===== src/rtl/ifstage_fetch_if.sv =====
// Instruction-memory handshake bundle between the fetch stage and the IMEM.
//   IMEM_Req  : fetch request, held until ack or timeout
//   IMEM_Addr : word-aligned byte address being fetched
//   IMEM_Ack  : memory response valid
//   IMEM_Data : instruction word, valid with IMEM_Ack
// master = fetch stage, slave = instruction memory.
interface ifstage_fetch_if;
    logic        IMEM_Req;
    logic [31:0] IMEM_Addr;
    logic        IMEM_Ack;
    logic [31:0] IMEM_Data;

    modport master (
        output IMEM_Req,
        output IMEM_Addr,
        input  IMEM_Ack,
        input  IMEM_Data
    );

    modport slave (
        input  IMEM_Req,
        input  IMEM_Addr,
        output IMEM_Ack,
        output IMEM_Data
    );
endinterface


===== src/rtl/ifstage_fetch.sv =====
// Instruction fetch stage of the multi-cycle processor. Holds the PC, fetches
// one word per load request over the IMEM handshake and presents it on Instr.
// A wait-state counter aborts and re-issues a fetch the memory never answers.
//   Clk, Reset     : rising-edge clock, asynchronous active-high reset
//   PC_sel         : 0 = PC+4, 1 = PC+4+(PC_Immed<<2)
//   PC_LdEn        : load-next-PC request, acted on only in HOLD
//   PC_Immed       : sign-extended word offset
//   imem           : instruction memory handshake (master side)
//   PC             : address of current/in-flight instruction
//   Instr          : last fetched instruction
//   Instr_Valid    : Instr belongs to PC and is stable
//   Fetch_Timeout  : one-cycle pulse when a fetch is abandoned
module ifstage_fetch #(
    parameter logic [31:0]  RESET_PC = 32'h0000_0000,
    parameter int unsigned  MAX_WAIT = 15
) (
    input  logic                   Clk,
    input  logic                   Reset,
    input  logic                   PC_sel,
    input  logic                   PC_LdEn,
    input  logic [31:0]            PC_Immed,
    ifstage_fetch_if.master        imem,
    output logic [31:0]            PC,
    output logic [31:0]            Instr,
    output logic                   Instr_Valid,
    output logic                   Fetch_Timeout
);

    localparam int unsigned CNT_W = 8;
    localparam logic [CNT_W-1:0] LAST_WAIT = CNT_W'(MAX_WAIT - 1);

    typedef enum logic [1:0] {
        S_FETCH = 2'd0,
        S_WAIT  = 2'd1,
        S_HOLD  = 2'd2
    } state_t;

    state_t           state, state_nxt;
    logic [31:0]      pc_q, pc_nxt;
    logic [31:0]      instr_q, instr_nxt;
    logic             valid_q, valid_nxt;
    logic             req_q, req_nxt;
    logic [31:0]      addr_q, addr_nxt;
    logic             tmo_q, tmo_nxt;
    logic [CNT_W-1:0] wcnt_q, wcnt_nxt;
    logic [31:0]      next_pc;

    // Sequential or branch target; the shift drops the immediate's top two bits.
    assign next_pc = pc_q + 32'd4 + (PC_sel ? (PC_Immed << 2) : 32'd0);

    // State and output registers
    always_ff @(posedge Clk or posedge Reset) begin
        if (Reset) begin
            state   <= S_FETCH;
            pc_q    <= RESET_PC;
            instr_q <= 32'h0;
            valid_q <= 1'b0;
            req_q   <= 1'b0;
            addr_q  <= RESET_PC;
            tmo_q   <= 1'b0;
            wcnt_q  <= '0;
        end else begin
            state   <= state_nxt;
            pc_q    <= pc_nxt;
            instr_q <= instr_nxt;
            valid_q <= valid_nxt;
            req_q   <= req_nxt;
            addr_q  <= addr_nxt;
            tmo_q   <= tmo_nxt;
            wcnt_q  <= wcnt_nxt;
        end
    end

    // Next-state and next-output logic
    always_comb begin
        state_nxt = state;
        pc_nxt    = pc_q;
        instr_nxt = instr_q;
        valid_nxt = valid_q;
        req_nxt   = req_q;
        addr_nxt  = addr_q;
        tmo_nxt   = 1'b0;
        wcnt_nxt  = wcnt_q;

        unique case (state)
            S_FETCH: begin
                req_nxt   = 1'b1;
                addr_nxt  = pc_q;
                wcnt_nxt  = '0;
                state_nxt = S_WAIT;
            end
            S_WAIT: begin
                // An ack arriving on the would-be timeout edge still wins.
                if (imem.IMEM_Ack) begin
                    instr_nxt = imem.IMEM_Data;
                    valid_nxt = 1'b1;
                    req_nxt   = 1'b0;
                    state_nxt = S_HOLD;
                end else if (wcnt_q == LAST_WAIT) begin
                    req_nxt   = 1'b0;
                    tmo_nxt   = 1'b1;
                    wcnt_nxt  = '0;
                    state_nxt = S_FETCH;
                end else begin
                    wcnt_nxt  = wcnt_q + CNT_W'(1);
                end
            end
            S_HOLD: begin
                // Issue the next fetch directly; skipping FETCH saves a cycle.
                if (PC_LdEn) begin
                    pc_nxt    = next_pc;
                    valid_nxt = 1'b0;
                    req_nxt   = 1'b1;
                    addr_nxt  = next_pc;
                    wcnt_nxt  = '0;
                    state_nxt = S_WAIT;
                end
            end
            default: begin
                state_nxt = S_FETCH;
            end
        endcase
    end

    assign PC             = pc_q;
    assign Instr          = instr_q;
    assign Instr_Valid    = valid_q;
    assign Fetch_Timeout  = tmo_q;
    assign imem.IMEM_Req  = req_q;
    assign imem.IMEM_Addr = addr_q;

endmodule

===== src/flat_wrapper.sv =====
// flat-port wrapper written by rule: the top's interface ports become plain ports
module ifstage_fetch_flat 
#(
    parameter logic [31:0]  RESET_PC = 32'h0000_0000,
    parameter int unsigned  MAX_WAIT = 15
)
  (Clk, Reset, PC_sel, PC_LdEn, PC_Immed, PC, Instr, Instr_Valid, Fetch_Timeout, imem_IMEM_Req, imem_IMEM_Addr, imem_IMEM_Ack, imem_IMEM_Data);
  ifstage_fetch_if imem_i ();
  input  logic Clk;
  input  logic Reset;
  input  logic PC_sel;
  input  logic PC_LdEn;
  input  logic [31:0] PC_Immed;
  output logic [31:0] PC;
  output logic [31:0] Instr;
  output logic Instr_Valid;
  output logic Fetch_Timeout;
  output wire logic [$bits(imem_i.IMEM_Req)-1:0] imem_IMEM_Req;
  output wire logic [$bits(imem_i.IMEM_Addr)-1:0] imem_IMEM_Addr;
  input wire logic [$bits(imem_i.IMEM_Ack)-1:0] imem_IMEM_Ack;
  input wire logic [$bits(imem_i.IMEM_Data)-1:0] imem_IMEM_Data;
  assign imem_IMEM_Req = imem_i.IMEM_Req;
  assign imem_IMEM_Addr = imem_i.IMEM_Addr;
  assign imem_i.IMEM_Ack = imem_IMEM_Ack;
  assign imem_i.IMEM_Data = imem_IMEM_Data;
  ifstage_fetch #(.RESET_PC(RESET_PC), .MAX_WAIT(MAX_WAIT)) u_core (.Clk(Clk), .Reset(Reset), .PC_sel(PC_sel), .PC_LdEn(PC_LdEn), .PC_Immed(PC_Immed), .imem(imem_i), .PC(PC), .Instr(Instr), .Instr_Valid(Instr_Valid), .Fetch_Timeout(Fetch_Timeout));
endmodule

===== config.mk =====
export PLATFORM = sky130hd
export DESIGN_NAME = ifstage_fetch_flat
export DESIGN_NICKNAME = d
export VERILOG_FILES = /design/src/rtl/ifstage_fetch_if.sv /design/src/rtl/ifstage_fetch.sv /design/src/flat_wrapper.sv
export SDC_FILE = /design/constraint.sdc
export NUM_CORES = 1
export LEC_CHECK = 0
export BUFFER_PORTS_ARGS = -buffer_cell sky130_fd_sc_hd__buf_2
export CAP_MARGIN = 5
export CORE_UTILIZATION = 50
export CTS_CLUSTER_SIZE = 40
export DETAILED_ROUTE_END_ITERATION = 6
export PLACE_DENSITY = 0.87
export SYNTH_ARGS = -nofsm -noshare
export SYNTH_HDL_FRONTEND = slang
export SYNTH_SLANG_ARGS = --single-unit

===== constraint.sdc =====
create_clock -name Clk -period 3.89 [get_ports Clk]
set_input_delay 0.778 -clock Clk [delete_from_list [all_inputs] [get_ports Clk]]
set_output_delay 0.778 -clock Clk [all_outputs]
set_load 0.01 [all_outputs]

==> flow_summary_export.csv <==
group,metric,value,unit
final_layout,areaGrowthSynthToFinish,20.2,%
sta,grt_setup_unrepaired,"false",
floorplanning,fp.coreArea,12200,um^2
critical_path,worst-path-buf-inv,1,
drt,drcViolationCount,0,
global_routing,grt_pass1_wl,25000,um
clocking,cts.sinks,105,
synth,yosys_warnings,0,
worst_hold_path,hold_class,"register to register",
sta,fin_crit_sh,0.884,
drt,wl,15600,um
critical_path,cp_data_required_time,4.12,ns
synth,yosysTopAreaCellShare,0.415,
sta,tns,0,ns
clocking,clk_latency,0.35,ns
synth,ys_seq_area_frac,0.415,
critical_path,cp_max_fo,5,
final_layout,finalCoreUtilization,0.626,
sta,final_max_slew_viol_count,0,
synth,syn_area_per_cell,9.90,um^2
global_routing,grt_overflow,0,
critical_path,cp_slowest_stage_delay,0.41,ns
sta,period_minus_slack,3.44,ns
clocking,holdBufCountCts,0,
drt,vias,5271,
place,portBuffers,161,
floorplanning,io_pins,168,
drt,antenna_left,0,
final_layout,drive_gt1_frac,0.309,
critical_path,cp.depth,13,
drt,wl_per_cell,16.1,um
synth,yosys.area.top_type,"dfrtp_1",
critical_path,cpMaxStageDelayCell,"fa_1",
sta,worst_pin_slew,0.985,ns
sta,slew_headroom,0.343,
synth,synth_area_leaders,"dfrtp_1, ha_1, mux2_2",
sta,fmax,291,MHz
clocking,cts_htree_levels,3,
power,power_density,779,nW/um^2
drt,firstDrtPassIters,5,
critical_path,r2r_cells,11,
synth,synth-edff-count,0,
place,dp_hpwl,11800,um
critical_path,end_kind,"register",
sta,skew,0.00792,ns
critical_path,cp_data_arrival_time,3.67,ns
floorplanning,die_w,115,um
floorplanning,start_util,0.521,
sta,holdWs,0.467,ns
clocking,root_buffer,"clkbuf_16",
global_routing,grt_max_degree,106,
synth,synth_ff_type,"dfrtp_1",
floorplanning,die_height,115,um
power,ir_worst_vdd,0.385,mV
sta,finalSetupViolations,0,
final_layout,nets,921,
synth,synth_cell_type_count,67,
final_layout,n_antenna_cell,0,
floorplanning,die_area,13100,um^2
synth,synth_area,6330,um^2
final_layout,final_area,7610,um^2
critical_path,cp_cell_sequence,"buf_2 > and2_1 > ha_1 > ha_1 > fa_1 > a21o_1 > a221o_1 > a211oi_2 > o21ai_2 > nor3b_2 > a311oi_2 > xor2_1 > a21oi_1",
critical_path,critPathLaunchType,"primary input",
clocking,cts_buffers,9,
power,p_leak,3.87,nW
clocking,cts.path.max_buffers,2,
clocking,postCtsSetupRepairBufs,0,
synth,synth_async_sr_flop_share,1.00,
status,status,"finished clean",
floorplanning,num_rows,40,
synth,syn_inst,640,
critical_path,worst_path_dominant_cell_family,"compound AO/OA/AOI/OAI gates",
clocking,clk_pin_slew_worst_paths,0.07,ns
global_routing,grt_usage,0.246,
synth,ys_ff_latch,105,
drt,first_iter_violations,290,
job,cap_violations,0,
place,postPlaceCellArea,7280,um^2
sta,finalHoldViolations,0,
global_routing,grt_pass1_vias,5115,
critical_path,critical_path_class,"primary input to register",
clocking,ctsResizeCount,0,
critical_path,crit_top_cell,"ha_1",
clocking,cts_tree,"done",
worst_hold_path,min_path_cells,2,
global_routing,antenna_found_initial,0,
place,gp_congestion,0.933,
drt,viasPerCell,5.46,
cells in the mapped netlist (3+ instances only):
cell type  number
o21a_1          4
o21ai_0        43
nor3b_1         3
buf_2           4
or3_1           3
nand2b_1        5
inv_1          14
mux2_2         33
nor3_1          6
a22oi_1         5
xor2_1         17
nand2_1        69
o21bai_1        3
and3_1          3
o22ai_1         5
dfrtp_1       105
o21ai_1         3
and2_1         29
buf_4           6
nor2_1         36
mux2i_1         3
a31oi_1        12
ha_1           59
buf_6           3
a221o_1         5
a21o_1         14
o22a_1          6
nor2b_1         3
clkbuf_1       24
nand4_1        11
xnor2_1        17
nand3_1         5
a21oi_1        41
state kept, by name (all words and copies together) (netlist names):
register / count
u_core.wcnt_q: 8
u_core.imem.IMEM_Req: 1
u_core.Fetch_Timeout: 1
u_core.state: 2
u_core.Instr: 32
u_core.PC: 30
u_core.imem.IMEM_Addr: 30
u_core.Instr_Valid: 1
cell usage in the layout, fill, tap and decap left out, types with 4 or more instances in the layout:
| cell type | instances |
|---|---|
| buf_2 | 161 |
| nand2_1 | 69 |
| conb_1 | 4 |
| o22a_1 | 6 |
| dfrtp_1 | 105 |
| nand4_1 | 11 |
| clkbuf_16 | 9 |
| a22oi_1 | 5 |
| xor2_1 | 17 |
| buf_4 | 18 |
| and2_1 | 29 |
| mux2_2 | 33 |
| o22ai_1 | 5 |
| xnor2_1 | 17 |
| o21a_1 | 4 |
| a21o_1 | 14 |
| ha_1 | 59 |
| nor2_1 | 36 |
| o21ai_0 | 43 |
| nand3_1 | 5 |
| a221o_1 | 5 |
| nor3_1 | 6 |
| inv_1 | 13 |
| a31oi_1 | 12 |
| a21oi_1 | 41 |
| nand2b_1 | 5 |
worst register-to-register path, cell delays in order, from the launching register on:
cell and delay, ns:
dfrtp_1 0.41, ha_1 0.31, ha_1 0.23, fa_1 0.41, a21o_1 0.22, a221o_1 0.36
a211oi_2 0.22, o21ai_2 0.12, nor3b_2 0.17, a311oi_2 0.26, xor2_1 0.26, a21oi_1 0.10
area by class of cell:
class                           instances  area [um^2]
Clock buffer                           10          239
Clock inverter                          6         87.6
Fill cell                            1006         4550
Inverter                               14         55.1
Multi-Input combinational cell        482         3430
Sequential cell                       105         2630
Tap cell                              168          210
Timing Repair Buffer                  180          961
worst paths after layout:
check,slack (ns),startpoint,endpoint
max in group asynchronous,2.91,Reset,u_core.PC[18]
worst max-delay path,0.45,PC_sel,u_core.imem.IMEM_Addr[29]
worst max register to register,0.72,u_core.PC[3],u_core.imem.IMEM_Addr[29]
worst min register to register,0.47,u_core.imem.IMEM_Addr[17],u_core.imem.IMEM_Addr[17]
worst min-delay path,0.47,u_core.imem.IMEM_Addr[17],u_core.imem.IMEM_Addr[17]
min in group asynchronous,0.57,Reset,u_core.Instr[24]
logic make-up after synthesis:
logic type | count (synthesis) | share of synthesized area
and+or+nand+nor | 183 | 0.141
AOI/OAI and AO/OA | 165 | 0.168
DFF | 105 | 0.415
adders and majority gates | 60 | 0.120
buffers and inverters | 56 | 0.0454
muxes | 36 | 0.0634
xor gates and xnor gates | 34 | 0.0470
other | 1 | 0.000592
metal layers:
layer  routed length (um)  vias to the layer above  share of wire  GRT usage
li1                     -                     2582              -          -
met5                    0                        -              0          0
met3                  815                       23          0.052     0.0323
met4                  279                        0          0.018     0.0857
met1                 6800                     2491           0.44      0.312
met2                 7660                      175           0.49      0.429
power by group:
group          internal (W)  leakage (nW)  switching [W]
combinational       0.00130          2.41        0.00166
clock              0.000584         0.163       0.000407
sequential          0.00158          1.30       0.000399
per-stage QoR:
stage               setup WS [ns]  instances  total power (W)
global placement            0.145        949          0.00484
CTS                         0.461        965          0.00596
detailed placement          0.117        949          0.00495
floorplan                   0.280        643          0.00395
finish                      0.450        965          0.00593
global route                0.247        965          0.00639
(Power assumes the default switching activity.)
